File: src/rtl/jc_pkg.sv
// Shared definitions for the jump control unit: opcodes, flag bit positions and FSM states.
package jc_pkg;

   // Branch opcodes, decoded on op[5:0]
   localparam logic [5:0] OP_JMP = 6'h18;
   localparam logic [5:0] OP_RET = 6'h10;
   localparam logic [5:0] OP_JV  = 6'h1C;
   localparam logic [5:0] OP_JNV = 6'h1D;
   localparam logic [5:0] OP_JZ  = 6'h1E;
   localparam logic [5:0] OP_JNZ = 6'h1F;

   // Flag bit positions within flag_ex
   localparam int unsigned FLAG_V = 0;
   localparam int unsigned FLAG_Z = 1;

   typedef enum logic [1:0] {
      StIdle    = 2'd0,
      StPending = 2'd1,
      StEntry   = 2'd2
   } jc_state_t;

endpackage

File: src/rtl/ret_stack.sv
// Return stack: LIFO of {return address, saved flags}; no wrap-around, level saturates at DEPTH.
module ret_stack #(
   parameter int unsigned DEPTH  = 4,
   parameter int unsigned DATA_W = 18
) (
   input  logic                         clk,
   input  logic                         reset,
   input  logic                         push,
   input  logic                         pop,
   input  logic [DATA_W-1:0]            din,
   output logic [DATA_W-1:0]            dout,
   output logic [$clog2(DEPTH+1)-1:0]   level,
   output logic                         full,
   output logic                         empty
);

   localparam int unsigned LVL_W = $clog2(DEPTH + 1);
   localparam int unsigned IDX_W = (DEPTH > 1) ? $clog2(DEPTH) : 1;

   logic [DATA_W-1:0] mem_q [DEPTH];
   logic [LVL_W-1:0]  level_q;
   logic [LVL_W-1:0]  top_lvl;
   logic [IDX_W-1:0]  wr_idx;
   logic [IDX_W-1:0]  rd_idx;

   assign full    = (level_q == LVL_W'(DEPTH));
   assign empty   = (level_q == '0);
   assign top_lvl = level_q - LVL_W'(1);
   // Index narrowing is safe: writes only happen below full, reads only above empty
   assign wr_idx  = level_q[IDX_W-1:0];
   assign rd_idx  = top_lvl[IDX_W-1:0];
   assign dout    = empty ? '0 : mem_q[rd_idx];
   assign level   = level_q;

   // Storage and occupancy; push is ignored when full, pop when empty
   always_ff @(posedge clk or negedge reset) begin
      if (!reset) begin
         level_q <= '0;
         for (int i = 0; i < int'(DEPTH); i++) begin
            mem_q[i] <= '0;
         end
      end else if (push && !full) begin
         mem_q[wr_idx] <= din;
         level_q       <= level_q + LVL_W'(1);
      end else if (pop && !empty) begin
         level_q <= level_q - LVL_W'(1);
      end
   end

endmodule

File: src/rtl/jump_ctrl_unit.sv
// Fetch-stage jump control: branch decode, synchronised interrupt entry and nested return stack.
module jump_ctrl_unit #(
   parameter int unsigned       ADDR_W      = 16,
   parameter int unsigned       OP_W        = 6,
   parameter int unsigned       FLAG_W      = 2,
   parameter int unsigned       STACK_DEPTH = 4,
   parameter logic [ADDR_W-1:0] INT_VECTOR  = 'hF000,
   parameter int unsigned       SYNC_STAGES = 2
) (
   input  logic                               clk,
   input  logic                               reset,
   input  logic [ADDR_W-1:0]                  jmp_address_pm,
   input  logic [ADDR_W-1:0]                  current_address,
   input  logic [OP_W-1:0]                    op,
   input  logic [FLAG_W-1:0]                  flag_ex,
   input  logic                               interrupt,
   output logic [ADDR_W-1:0]                  jmp_loc,
   output logic                               pc_mux_sel,
   output logic                               int_ack,
   output logic [FLAG_W-1:0]                  restored_flags,
   output logic                               flag_restore,
   output logic [$clog2(STACK_DEPTH+1)-1:0]   stack_level,
   output logic                               stack_overflow,
   output logic                               stack_underflow
);

   import jc_pkg::*;

   localparam int unsigned DATA_W = ADDR_W + FLAG_W;

   logic [SYNC_STAGES-1:0] sync_q;
   logic [SYNC_STAGES:0]   valid_q;
   logic                   edge_q;
   logic                   int_req;

   jc_state_t state_q, state_d;
   logic      ovf_q, unf_q;
   logic      set_ovf, set_unf;

   logic              push, pop;
   logic              stk_full, stk_empty;
   logic [DATA_W-1:0] stk_dout;
   logic [5:0]        op6;
   logic              is_ret;
   logic              taken;

   assign op6    = op[5:0];
   assign is_ret = (op6 == OP_RET);

   // valid_q marks which synchroniser/edge stages hold real post-reset samples, so a level
   // already high at reset release is not mistaken for a rising edge
   assign int_req = sync_q[SYNC_STAGES-1] & ~edge_q & valid_q[SYNC_STAGES];

   // Interrupt synchroniser and edge register
   always_ff @(posedge clk or negedge reset) begin
      if (!reset) begin
         sync_q  <= '0;
         valid_q <= '0;
         edge_q  <= 1'b0;
      end else begin
         sync_q  <= {sync_q[SYNC_STAGES-2:0], interrupt};
         valid_q <= {valid_q[SYNC_STAGES-1:0], 1'b1};
         edge_q  <= sync_q[SYNC_STAGES-1];
      end
   end

   // FSM state and sticky error flags
   always_ff @(posedge clk or negedge reset) begin
      if (!reset) begin
         state_q <= StIdle;
         ovf_q   <= 1'b0;
         unf_q   <= 1'b0;
      end else begin
         state_q <= state_d;
         if (set_ovf) ovf_q <= 1'b1;
         if (set_unf) unf_q <= 1'b1;
      end
   end

   // Branch condition decode on execute flags
   always_comb begin
      taken = 1'b0;
      case (op6)
         OP_JMP:  taken = 1'b1;
         OP_JV:   taken = flag_ex[FLAG_V];
         OP_JNV:  taken = ~flag_ex[FLAG_V];
         OP_JZ:   taken = flag_ex[FLAG_Z];
         OP_JNZ:  taken = ~flag_ex[FLAG_Z];
         default: taken = 1'b0;
      endcase
   end

   // Next state, stack control and PC redirect outputs
   always_comb begin
      state_d        = state_q;
      set_ovf        = 1'b0;
      set_unf        = 1'b0;
      push           = 1'b0;
      pop            = 1'b0;
      pc_mux_sel     = 1'b0;
      jmp_loc        = jmp_address_pm;
      int_ack        = 1'b0;
      flag_restore   = 1'b0;
      restored_flags = '0;

      case (state_q)
         StEntry: begin
            // Annul the instruction in decode and vector; its own PC is saved for re-execution
            pc_mux_sel = 1'b1;
            jmp_loc    = INT_VECTOR;
            int_ack    = 1'b1;
            push       = 1'b1;
            state_d    = StIdle;
         end
         StIdle, StPending: begin
            if (is_ret) begin
               if (!stk_empty) begin
                  pop            = 1'b1;
                  pc_mux_sel     = 1'b1;
                  jmp_loc        = stk_dout[DATA_W-1:FLAG_W];
                  restored_flags = stk_dout[FLAG_W-1:0];
                  flag_restore   = 1'b1;
               end else begin
                  set_unf = 1'b1;
               end
            end else if (taken) begin
               pc_mux_sel = 1'b1;
            end

            if (state_q == StIdle) begin
               if (int_req) begin
                  // A RET pops this cycle, so entry is deferred rather than colliding with it
                  if (is_ret) begin
                     state_d = StPending;
                  end else if (stk_full) begin
                     set_ovf = 1'b1;
                  end else begin
                     state_d = StEntry;
                  end
               end
            end else if (!is_ret) begin
               if (stk_full) begin
                  set_ovf = 1'b1;
                  state_d = StIdle;
               end else begin
                  state_d = StEntry;
               end
            end
         end
         default: state_d = StIdle;
      endcase

      if (!reset) begin
         pc_mux_sel     = 1'b0;
         jmp_loc        = '0;
         int_ack        = 1'b0;
         flag_restore   = 1'b0;
         restored_flags = '0;
      end
   end

   assign stack_overflow  = ovf_q;
   assign stack_underflow = unf_q;

   ret_stack #(
      .DEPTH  (STACK_DEPTH),
      .DATA_W (DATA_W)
   ) u_ret_stack (
      .clk   (clk),
      .reset (reset),
      .push  (push),
      .pop   (pop),
      .din   ({current_address, flag_ex}),
      .dout  (stk_dout),
      .level (stack_level),
      .full  (stk_full),
      .empty (stk_empty)
   );

endmodule

File: config.mk
export PLATFORM = sky130hd
export DESIGN_NAME = jump_ctrl_unit
export DESIGN_NICKNAME = d
export VERILOG_FILES = /design/src/rtl/jc_pkg.sv /design/src/rtl/ret_stack.sv /design/src/rtl/jump_ctrl_unit.sv
export SDC_FILE = /design/constraint.sdc
export NUM_CORES = 1
export LEC_CHECK = 0
export ABC_AREA = 1
export CAP_MARGIN = 15
export CORE_ASPECT_RATIO = 1.25
export CORE_UTILIZATION = 30
export CTS_CLUSTER_SIZE = 20
export DETAILED_ROUTE_END_ITERATION = 12
export MAX_ROUTING_LAYER = met4
export SLEW_MARGIN = 20
export SYNTH_ARGS = -nofsm -noshare
export SYNTH_HDL_FRONTEND = slang
export SYNTH_SLANG_ARGS = --single-unit
File: constraint.sdc
create_clock -name clk -period 5.1 [get_ports clk]
set_input_delay 1.02 -clock clk [delete_from_list [all_inputs] [get_ports clk]]
set_output_delay 1.02 -clock clk [all_outputs]
set_load 0.01 [all_outputs]
* Word-level counts from Yosys, hierarchy flattened
Index checks and enable logic that the tools add are counted.
** Word-level totals
- Memory bits (read-only) :: 0
- Output and inout port bits :: 26
- Logic and storage cells :: 87
- Memory bits (writable) :: 0
- Latch bits :: 0
- Memories :: 0
- Register bits :: 85
** Cells by class
- Magnitude comparators :: 3
- Shifts and indexed selects :: 0
- Eq/ne operators :: 12
- Multipliers :: 0
- Add/subtract/negate cells :: 2
- Reductions and logical operators :: 10
- Div/mod/pow operators :: 0
- Bitwise operators :: 7
- Mux-type cells :: 42
** Operator list (count)
- 72-bit bitwise mux :: 1
- 18-bit two-way mux :: 3
- 16-bit two-way mux :: 3
- 18-bit binary-select mux with 2-bit select :: 1
- 18-bit demux with 2-bit select :: 1
- 6-bit by 5-bit equality test with 1-bit output, second input constant :: 6
- 16-bit one-hot mux with 2 select lines :: 1
- 2-bit two-way mux :: 11
- 1-bit two-way mux :: 17
- 3-bit >= comparator, second input constant :: 2
- 3-bit two-way mux :: 2
- 3-bit != test, second input constant :: 2
- 2-bit NOT with 3-bit output :: 2
- 1-bit one-hot mux with 5 select lines :: 1
- 4-bit != test, second input constant :: 1
- 3-bit by 1-bit adder with 3-bit output, second input constant :: 1
- 3-bit equality test, second input constant :: 1
- 1-bit logical AND :: 3
- 3-bit logical NOT :: 1
- 3-bit by 1-bit < comparator with 1-bit output, second input constant :: 1
- 1-bit NOT :: 3
- 3-bit AND reduction :: 1
- 3-bit by 1-bit subtractor with 3-bit output, second input constant :: 1
- 1-bit bitwise AND :: 2
- 7 further kinds :: 8

* Longest topological paths before layout
Gate-level depths: netlist of the first run.
- Depth in word-level cells :: 9
- Mapped depth :: 13
- Depth with buffers taken out :: 10

* By module
Synthesis of the first run repeated with hierarchy kept, for this count alone.
** Unflattened totals
- Cells, all modules :: 640
- Area total of the unflattened synthesis :: 5069.9 um^2
** Modules (own cells, without submodules)
- ret_stack :: sequential area each 1876.8 um^2, cells an instance 481, area each 4113.9 um^2, times used 1
- jump_ctrl_unit :: sequential area each 250.2 um^2, cells an instance 159, area each 955.9 um^2, times used 1

* Worst setup path after synthesis of the first run
No wires, ideal clock.
- Path kind :: register -> output
- Start :: register u_ret_stack.level_q[0] (netlist: u_ret_stack.level[0])
- End :: output port jmp_loc[0]
- Setup slack :: 2083 ps
- Buffers on the path :: 3
- Arrival time :: 1997 ps
- Stages on the path, launching flop included :: 10
- Data required time :: 4080 ps
- Path through :: dfrtp_1 > buf_2 > inv_2 > buf_2 > ha_1 > inv_2 > buf_2 > o21ai_0 > o22a_1 > o21ai_0
** On the way
- Cells in the longest elaborated chain, start to end :: 9
- Elaborated cells between the ends (all ways) :: 10
- Classes of those cells :: add/sub (1); mux (7); bitwise (1); reduce/logical (1)
** RTL lines
- start: declaration :: line ret_stack.sv:21 : logic [LVL_W-1:0] level_q;
- start signal: assignment :: line ret_stack.sv:44 : level_q <= level_q + LVL_W'(1);
- start signal: assignment :: line ret_stack.sv:46 : level_q <= level_q - LVL_W'(1);
- 3-bit by 1-bit subtractor with 3-bit output :: line ret_stack.sv:28 : assign top_lvl = level_q - LVL_W'(1);
- net u_ret_stack.top_lvl[0] :: line ret_stack.sv:22 : logic [LVL_W-1:0] top_lvl;
- 2-bit NOT with 3-bit output (not written as such) :: line ret_stack.sv:32 : assign dout = empty ? '0 : mem_q[rd_idx];
- 18-bit binary-select mux with 2-bit select :: line ret_stack.sv:32
- 18-bit two-way mux (not written as such) (2 in a row) :: line ret_stack.sv:32
- 16-bit two-way mux :: line jump_ctrl_unit.sv:117 : if (!stk_empty) begin
- 16-bit two-way mux :: line jump_ctrl_unit.sv:116 : if (is_ret) begin
- 16-bit one-hot mux with 2 select lines :: line jump_ctrl_unit.sv:106 : case (state_q)
- 16-bit two-way mux :: line jump_ctrl_unit.sv:153 : if (!reset) begin
- end: declaration :: line jump_ctrl_unit.sv:17 : output logic [ADDR_W-1:0] jmp_loc,
The timed path passes the listed nets, and every way through them passes these cells. The select of a mux whose other input is x is not followed.

* Worst setup path in the final report of the first run
- Start :: input port op[1]
- End :: output port jmp_loc[12]
** On the way
- Cells in the longest elaborated chain, start to end :: 4
** RTL lines
- start: declaration :: line jump_ctrl_unit.sv:14 : input logic [OP_W-1:0] op,
- 6-bit by 5-bit equality test with 1-bit output :: line jump_ctrl_unit.sv:48 : assign is_ret = (op6 == OP_RET);
- 16-bit two-way mux :: line jump_ctrl_unit.sv:116
- 16-bit one-hot mux with 2 select lines :: line jump_ctrl_unit.sv:106
- 16-bit two-way mux :: line jump_ctrl_unit.sv:153
Every way passes these cells.

==> results of run 1 <==
Yosys cell counts (2+ instances only):
cell type | number | area share
sky130_fd_sc_hd__nand2_1 | 171 | 0.15
sky130_fd_sc_hd__dfrtp_1 | 85 | 0.49
sky130_fd_sc_hd__o21ai_0 | 44 | 0.051
sky130_fd_sc_hd__o21ai_1 | 44 | 0.051
sky130_fd_sc_hd__inv_1 | 43 | 0.037
sky130_fd_sc_hd__nor2_1 | 38 | 0.033
sky130_fd_sc_hd__nand3_1 | 31 | 0.036
sky130_fd_sc_hd__a21oi_1 | 16 | 0.019
sky130_fd_sc_hd__buf_2 | 13 | 0.015
sky130_fd_sc_hd__o21ai_2 | 11 | 0.022
sky130_fd_sc_hd__buf_6 | 9 | 0.023
sky130_fd_sc_hd__ha_1 | 5 | 0.014
sky130_fd_sc_hd__inv_2 | 4 | 0.0035
sky130_fd_sc_hd__clkbuf_1 | 3 | 0.0026
sky130_fd_sc_hd__nand2_4 | 3 | 0.0078
sky130_fd_sc_hd__o22a_1 | 3 | 0.0061
sky130_fd_sc_hd__clkinv_1 | 2 | 0.0017
sky130_fd_sc_hd__nand4_1 | 2 | 0.0029
sky130_fd_sc_hd__o22ai_1 | 2 | 0.0029
sky130_fd_sc_hd__xnor2_1 | 2 | 0.0041
sky130_fd_sc_hd__xor2_1 | 2 | 0.0041
power breakdown:
part	internal, mW	switching (mW)	total, mW
Clock	0.336	0.280	0.615
Combinational	0.547	0.926	1.47
Sequential	0.984	0.166	1.15
sequential cells by signal (all words and copies together) (netlist names):
| register | count |
|---|---|
| u_ret_stack.level | 3 |
| state_q | 2 |
| valid_q | 3 |
| sync_q | 2 |
| stack_underflow | 1 |
| edge_q | 1 |
| stack_overflow | 1 |
| u_ret_stack.mem_q | 72 |
area by class of cell:
type	count	area, um2
fill	1408	8552
clock inverter	7	58.81
inverter	49	183.9
tap	175	219.0
multi-input combinational	384	1829
timing repair buffer	76	738.2
clock buffer	9	225.2
sequential	85	2127
layer usage:
layer | up-vias | global-route usage | share of wire
li1 | 1876 | - | -
met1 | 1749 | 0.2046 | 0.45
met2 | 106 | 0.2572 | 0.47
met3 | 17 | 0.02876 | 0.056
met4 | 0 | 0.07259 | 0.022
met5 | - | - | 0
worst reg2reg max path: cells and delay by family (launching register included):
kind | cells | cell delay (ps)
AOI/OAI and AO/OA | 1 | 60
adders and majority gates | 1 | 220
buffers and inverters | 3 | 540
DFF | 1 | 320
and+or+nand+nor | 4 | 760
through the flow:
step / utilization / hold WS, ps / total power, mW
final: 0.3862 / 350.5 / 3.239
after global routing: 0.3862 / 364.4 / 3.526
after CTS: 0.3862 / 351.6 / 3.259
after detailed placement: 0.3658 / 335.6 / 2.637
after global placement: 0.3658 / 334.5 / 2.599
after floorplan: - / 331.2 / 2.215
kinds of logic after synthesis:
logic type	after synthesis	synth area share
and+or+nand+nor	251	0.2424
AOI/OAI and AO/OA	123	0.1571
DFF	85	0.4918
buffers and inverters	75	0.08533
adders and majority gates	5	0.01446
xor gates and xnor gates	4	0.008101
other	1	0.0008670
worst paths after layout:
| kind | end | slack (ps) | cells after the start |
|---|---|---|---|
| max | jmp_loc[12] | 750 | 10 |
| min reg2reg | valid_q[1] | 350 | 0 |
| min | valid_q[1] | 350 | 0 |
| max reg2reg | u_ret_stack.mem_q[15] | 3080 | 9 |
| min in group asynchronous | valid_q[0] | 590 | 1 |
| max in group asynchronous | u_ret_stack.mem_q[29] | 3220 | 3 |
==> impl_results.rst, run 1 <==
.. list-table::
   :header-rows: 1

   * - Metric
     - Value
   * - Final instance area
     - 5381 um2
   * - Core region area
     - 13930 um2
   * - Global-route congestion overflow total
     - 0
   * - Pins over their slew limit
     - 0
   * - Starting Density
     - 0.3104
   * - Power per unit of standard cell area
     - 601.9 nW/um2
   * - P&R area growth vs syn
     - 24.41%
   * - Ports
     - 69
   * - Via-to-Cell Ratio
     - 4.775
   * - Outcome
     - finished clean
   * - Syn. warnings
     - 0
   * - Initial antenna violation count
     - 0
   * - Post-CTS setup repair buffer count
     - 0
   * - # Max-Cap Violations
     - 0
   * - Most frequent cells in the layout
     - sky130_fd_sc_hd__nand2_1, sky130_fd_sc_hd__dfrtp_1, sky130_fd_sc_hd__clkdlybuf4s50_1
   * - Sequential fraction of the synthesis area
     - 0.4918
   * - Kind of path behind the tightest hold check
     - reg2reg
   * - Proportion of layout cells with a drive suffix above 1
     - 0.07705
   * - Accumulated negative setup slack
     - 0 ps
   * - Cell with the largest stage delay on the worst path
     - sky130_fd_sc_hd__clkdlybuf4s50_1
   * - CP startpoint
     - op[1]
   * - TritonCTS clock tree
     - yes
   * - Die Height
     - 136.3 um
   * - Cell row count
     - 48
   * - Post-synth top flop
     - sky130_fd_sc_hd__dfrtp_1
   * - Count of routing violations after the opening detailed-route iteration
     - 300
   * - Pin count of the biggest net entering global routing
     - 53
   * - Crit-path leading delay family
     - buffers and inverters
   * - Post-synthesis cell area
     - 4325 um2
   * - CP Launch Type
     - primary input
   * - Critical Path End Type
     - output port
   * - Drt pass-1 iters
     - 4
   * - # H-tree levels
     - 3
   * - Routability cong.
     - 0.8438
   * - Measured slew at the worst slew-check pin
     - 665.1 ps
   * - Root buffer cell
     - sky130_fd_sc_hd__clkbuf_16
   * - CP dominant cell by count
     - sky130_fd_sc_hd__nand2_1
   * - Arrival @ worst endpoint
     - 3330 ps
   * - CTS Hold Bufs
     - 0
   * - Via count of the first global-routing pass
     - 3622
   * - #FFs+latches synth
     - 85
   * - Setup repair after global routing missed its margin
     - no
   * - Stage delay of the slowest cell on the critical path
     - 540 ps
   * - Number of instances resized during post-cts repair
     - 0
   * - Highest fanout seen on the critical path
     - 11
   * - Headroom to the max-slew limit
     - 0.5566
   * - Cell count after placement
     - 769
   * - Hold Path Origin
     - valid_q[0]
   * - Cells traversed along the worst timing path
     - clkdlybuf4s50_1 > nor2_1 > nand4_1 > buf_4 > nor2_1 > nand2_1 > inv_1 > nand2_1 > nand2_1 > clkdlybuf4s50_1
   * - Final WS setup
     - 748.4 ps
   * - Diode insertion count for antenna repair
     - 0
   * - Clock latency on the worst-skew pair
     - 340 ps
   * - Non-filler instance count after layout
     - 785
   * - Clock period minus final worst setup slack
     - 4352 ps
   * - Longest Clk Path Bufs
     - 2
   * - Post-detail-place hpwl
     - 7280 um
   * - Net Count, Synth
     - 592
   * - Number of distinct library cells after synthesis
     - 32
   * - Number of I/O port buffers
     - 68
   * - Post-route clock period utilization
     - 0.8533
   * - Placement Cell Area
     - 5097 um2
   * - Leak pwr
     - 2.580 nW
   * - Cells after Synth
     - 544
   * - Post-route clock skew
     - 7.331 ps
   * - EDFF count, synth
     - 0
   * - Fmax
     - 0.2298 GHz
   * - Synthesized area per cell
     - 7.951 um2
   * - Commonest non-fill, non-tap cell in the layout
     - sky130_fd_sc_hd__nand2_1
   * - DIE WIDTH
     - 109.4 um
   * - Routed WL per cell
     - 13.94 um
   * - CP Class
     - in2out
   * - Worst slack at placement
     - 772.7 ps
   * - Worst reg2reg startpoint
     - u_ret_stack.level[0]
   * - First-pass GRT wire length
     - 17970 um
   * - DRT Wirelength
     - 10940 um
   * - Worst VDD drop
     - 0.2482 mV
   * - Reg clk slew, reported paths
     - 70 ps
   * - Die footprint
     - 14910 um2
   * - Clock net sink count
     - 85
   * - Count of final hold-check violations
     - 0
   * - Final #Nets
     - 653
   * - Buffering stage count on the worst path with inverters included
     - 4
   * - Required time of the critical path
     - 4080 ps
   * - Post-route DRC violation count
     - 0
   * - Ys async rst share
     - 1.000
   * - Final setup vio count
     - 0
   * - GR Util All Layers
     - 0.1635
   * - Post-detailed-route count of antenna-violating nets
     - 0
   * - Clock buffers created by TritonCTS
     - 9
   * - Via total after detailed routing
     - 3748
Power figures use the tool's default switching activity.
==> run 2: changes to the inputs <==
--- a/config.mk
+++ b/config.mk
@@ -8,7 +8,7 @@
 export ABC_AREA = 1
 export CAP_MARGIN = 15
 export CORE_ASPECT_RATIO = 1.25
-export CORE_UTILIZATION = 30
+export CORE_UTILIZATION = 35
 export CTS_CLUSTER_SIZE = 20
 export DETAILED_ROUTE_END_ITERATION = 12
 export MAX_ROUTING_LAYER = met4
==> constraint.sdc (replaced) <==
create_clock -name clk -period 5.4 [get_ports clk]
set_input_delay 1.08 -clock clk [delete_from_list [all_inputs] [get_ports clk]]
set_output_delay 1.08 -clock clk [all_outputs]
set_load 0.01 [all_outputs]
==> run 2 against run 1 <==
Effect of this change:
- final cell count down 1.7%
- sequential power down 5%
- clock-buffer cell count up 4
==> impl_results.rst, run 2 (same netlist as run 1, synthesis figures left out) <==
.. list-table::
   :header-rows: 1

   * - Metric
     - Value
   * - Leak pwr
     - 2.584 nW (was 2.580 nW)
   * - Via-to-Cell Ratio
     - 4.788 (was 4.775)
   * - Longest Clk Path Bufs
     - 2 (unchanged)
   * - P&R area growth vs syn
     - 23.86% (was 24.41%)
   * - Number of logic stages on the critical path including buffering
     - 9 (was 10)
   * - Clock net sink count
     - 85 (unchanged)
   * - Number of instances resized during post-cts repair
     - 0 (unchanged)
   * - Cell with the largest stage delay on the worst path
     - sky130_fd_sc_hd__clkdlybuf4s50_1 (unchanged)
   * - DRT Wirelength
     - 10560 um (was 10940 um)
   * - GR Util All Layers
     - 0.1822 (was 0.1635)
   * - Final instance area
     - 5358 um2 (was 5381 um2)
   * - Hold Path Origin
     - sync_q[0] (was valid_q[0])
   * - Register area
     - 2127 um2 (unchanged)
   * - Setup repair after global routing missed its margin
     - no (unchanged)
   * - Count of final hold-check violations
     - 0 (unchanged)
   * - Via count of the first global-routing pass
     - 3615 (was 3622)
   * - Buffering stage count on the worst path with inverters included
     - 3 (was 4)
   * - Count of routing violations after the opening detailed-route iteration
     - 186 (was 300)
   * - DIE WIDTH
     - 101.4 um (was 109.4 um)
   * - Arrival @ worst endpoint
     - 3510 ps (was 3330 ps)
   * - Drt pass-1 iters
     - 4 (unchanged)
   * - Cells traversed along the worst timing path
     - clkdlybuf4s50_1 > nor2_1 > nand4_1 > nor2_1 > nand2_1 > inv_1 > nand2_1 > nand2_1 > clkdlybuf4s50_1 (was clkdlybuf4s50_1 > nor2_1 > nand4_1 > buf_4 > nor2_1 > nand2_1 > inv_1 > nand2_1 > nand2_1 > clkdlybuf4s50_1)
   * - Core region area
     - 12110 um2 (was 13930 um2)
   * - Via total after detailed routing
     - 3696 (was 3748)
   * - Post-detail-place hpwl
     - 6945 um (was 7280 um)
   * - CP Class
     - in2out (unchanged)
   * - # H-tree levels
     - 3 (unchanged)
   * - TritonCTS clock tree
     - yes (unchanged)
   * - Final #Nets
     - 651 (was 653)
   * - Reg clk slew, reported paths
     - 60 ps (was 70 ps)
   * - Routed WL per cell
     - 13.68 um (was 13.94 um)
   * - CP Launch Type
     - primary input (unchanged)
   * - Post-detailed-route count of antenna-violating nets
     - 0 (unchanged)
   * - Register bank with the most flops
     - u_ret_stack.mem_q (unchanged)
   * - Most frequent cells in the layout
     - sky130_fd_sc_hd__nand2_1, sky130_fd_sc_hd__dfrtp_1, sky130_fd_sc_hd__clkdlybuf4s50_1 (unchanged)
   * - Accumulated negative setup slack
     - 0 ps (unchanged)
   * - CTS Hold Bufs
     - 0 (unchanged)
   * - Die footprint
     - 12810 um2 (was 14910 um2)
   * - Worst VDD drop
     - 0.3662 mV (was 0.2482 mV)
   * - CP dominant cell by count
     - sky130_fd_sc_hd__nand2_1 (unchanged)
   * - Proportion of layout cells with a drive suffix above 1
     - 0.07237 (was 0.07705)
   * - Post-route DRC violation count
     - 0 (unchanged)
   * - Clock buffers created by TritonCTS
     - 9 (unchanged)
   * - Post-route clock period utilization
     - 0.8505
   * - Reg2reg path depth
     - 8 (was 9)
   * - Endpoint of the worst-slack reg-to-reg timing path
     - u_ret_stack.level[0] (was u_ret_stack.mem_q[15])
   * - Outcome
     - finished clean (unchanged)
   * - Measured slew at the worst slew-check pin
     - 598.6 ps (was 665.1 ps)
   * - Endpoint with the worst hold slack
     - sync_q[1] (was valid_q[1])
   * - Worst Hold Depth
     - 0 (unchanged)
   * - Kind of path behind the tightest hold check
     - reg2reg (unchanged)
   * - Stage delay of the slowest cell on the critical path
     - 530 ps (was 540 ps)
   * - Clock latency on the worst-skew pair
     - 340 ps (about the same)
   * - Global-route congestion overflow total
     - 0 (unchanged)
   * - First-pass GRT wire length
     - 17480 um (was 17970 um)
   * - Diode insertion count for antenna repair
     - 0 (unchanged)
   * - Required time of the critical path
     - 4320 ps (was 4080 ps)
   * - Ports
     - 69 (unchanged)
   * - Initial antenna violation count
     - 0 (unchanged)
   * - Power per unit of standard cell area
     - 574.1 nW/um2 (was 601.9 nW/um2)
   * - # Max-Cap Violations
     - 0 (unchanged)
   * - Fmax
     - 0.2177 GHz
   * - Post-route clock skew
     - 5.275 ps (was 7.331 ps)
   * - Post-CTS setup repair buffer count
     - 0 (unchanged)
   * - Commonest non-fill, non-tap cell in the layout
     - sky130_fd_sc_hd__nand2_1 (unchanged)
   * - Area of the multi-input gates
     - 1829 um2 (unchanged)
   * - Headroom to the max-slew limit
     - 0.5994 (was 0.5566)
   * - Die Height
     - 126.3 um (was 136.3 um)
   * - Cell row count
     - 45 (was 48)
   * - Number of flip-flops under the largest register name
     - 72 (unchanged)
   * - Starting Density
     - 0.3573 (was 0.3104)
   * - Filler Cells Inserted
     - 1228 (was 1408)
   * - Flop-to-flop setup slack
     - 3460 ps (was 3080 ps)
   * - Highest fanout seen on the critical path
     - 11 (unchanged)
   * - Worst reg2reg startpoint
     - u_ret_stack.level[1] (was u_ret_stack.level[0])
   * - Pins over their slew limit
     - 0 (unchanged)
   * - Pin count of the biggest net entering global routing
     - 45 (was 53)
   * - Clock period minus final worst setup slack
     - 4593 ps
   * - Final setup vio count
     - 0 (unchanged)
   * - Number of I/O port buffers
     - 68 (unchanged)
   * - Routability cong.
     - 0.8098 (was 0.8438)
   * - Critical Path End Type
     - output port (unchanged)
   * - Placement Cell Area
     - 5069 um2 (was 5097 um2)
   * - Crit-path leading delay family
     - simple AND/OR/NAND/NOR gates (was buffers and inverters)
   * - Root buffer cell
     - sky130_fd_sc_hd__clkbuf_16 (unchanged)
## run 2: changes by cell type in the layout (fill, tap and decap cells not counted), sizes merged
cell,previous run,this run
buf,9,7
clkinvlp,2,0
inv,49,47
clkbuf,9,13
## run 2: per-stage QoR
stage                       util  hold WS [ps]  setup WS (ps)  cells  total power, mW
after detailed placement  0.4187         337.9          756.2    756            2.500
after global placement    0.4187         336.0          815.2    756            2.462
after global routing      0.4426         355.6          546.4    772            3.343
after floorplan                -         331.2           2323    544            2.092
after CTS                 0.4426         351.4          745.5    772            3.101
final                     0.4426         349.7          807.2    772            3.076
## run 2: where the power goes
group | leakage [nW] | internal, mW | switching [mW] | total, mW
clock | 0.146 | 0.349 | 0.242 | 0.591
sequential | 1.03 | 0.930 | 0.156 | 1.09
combinational | 1.41 | 0.517 | 0.882 | 1.40
total | 2.58 | 1.80 | 1.28 | 3.08
## run 2: worst max-delay path by stage
stage,start,to,slack (ps)
finish,op[1],jmp_loc[12],810
CTS,op[1],jmp_loc[12],750
global route,op[1],jmp_loc[12],550
floorplan,u_ret_stack.level[0],jmp_loc[0],2320
global placement,op[1],jmp_loc[13],820
detailed placement,op[1],jmp_loc[12],760
## run 2: layout make-up
cell class,count,share of cell area
clock inverters,3,0.003503
clock buffers,13,0.05044
inverters,49,0.03433
repair buffers,74,0.1350
well taps,164,0.03830
multi-input cells,384,0.3414
flip-flops and latches,85,0.3970
## run 2: metal layers
metal,up-vias,wire length [um],part of all wire,global-route usage
li1,1865,-,-,-
met1,1740,4856,0.46,0.2299
met2,77,5110,0.48,0.2937
met3,14,436,0.041,0.02700
met4,0,157,0.015,0.07076
met5,-,0,0,-
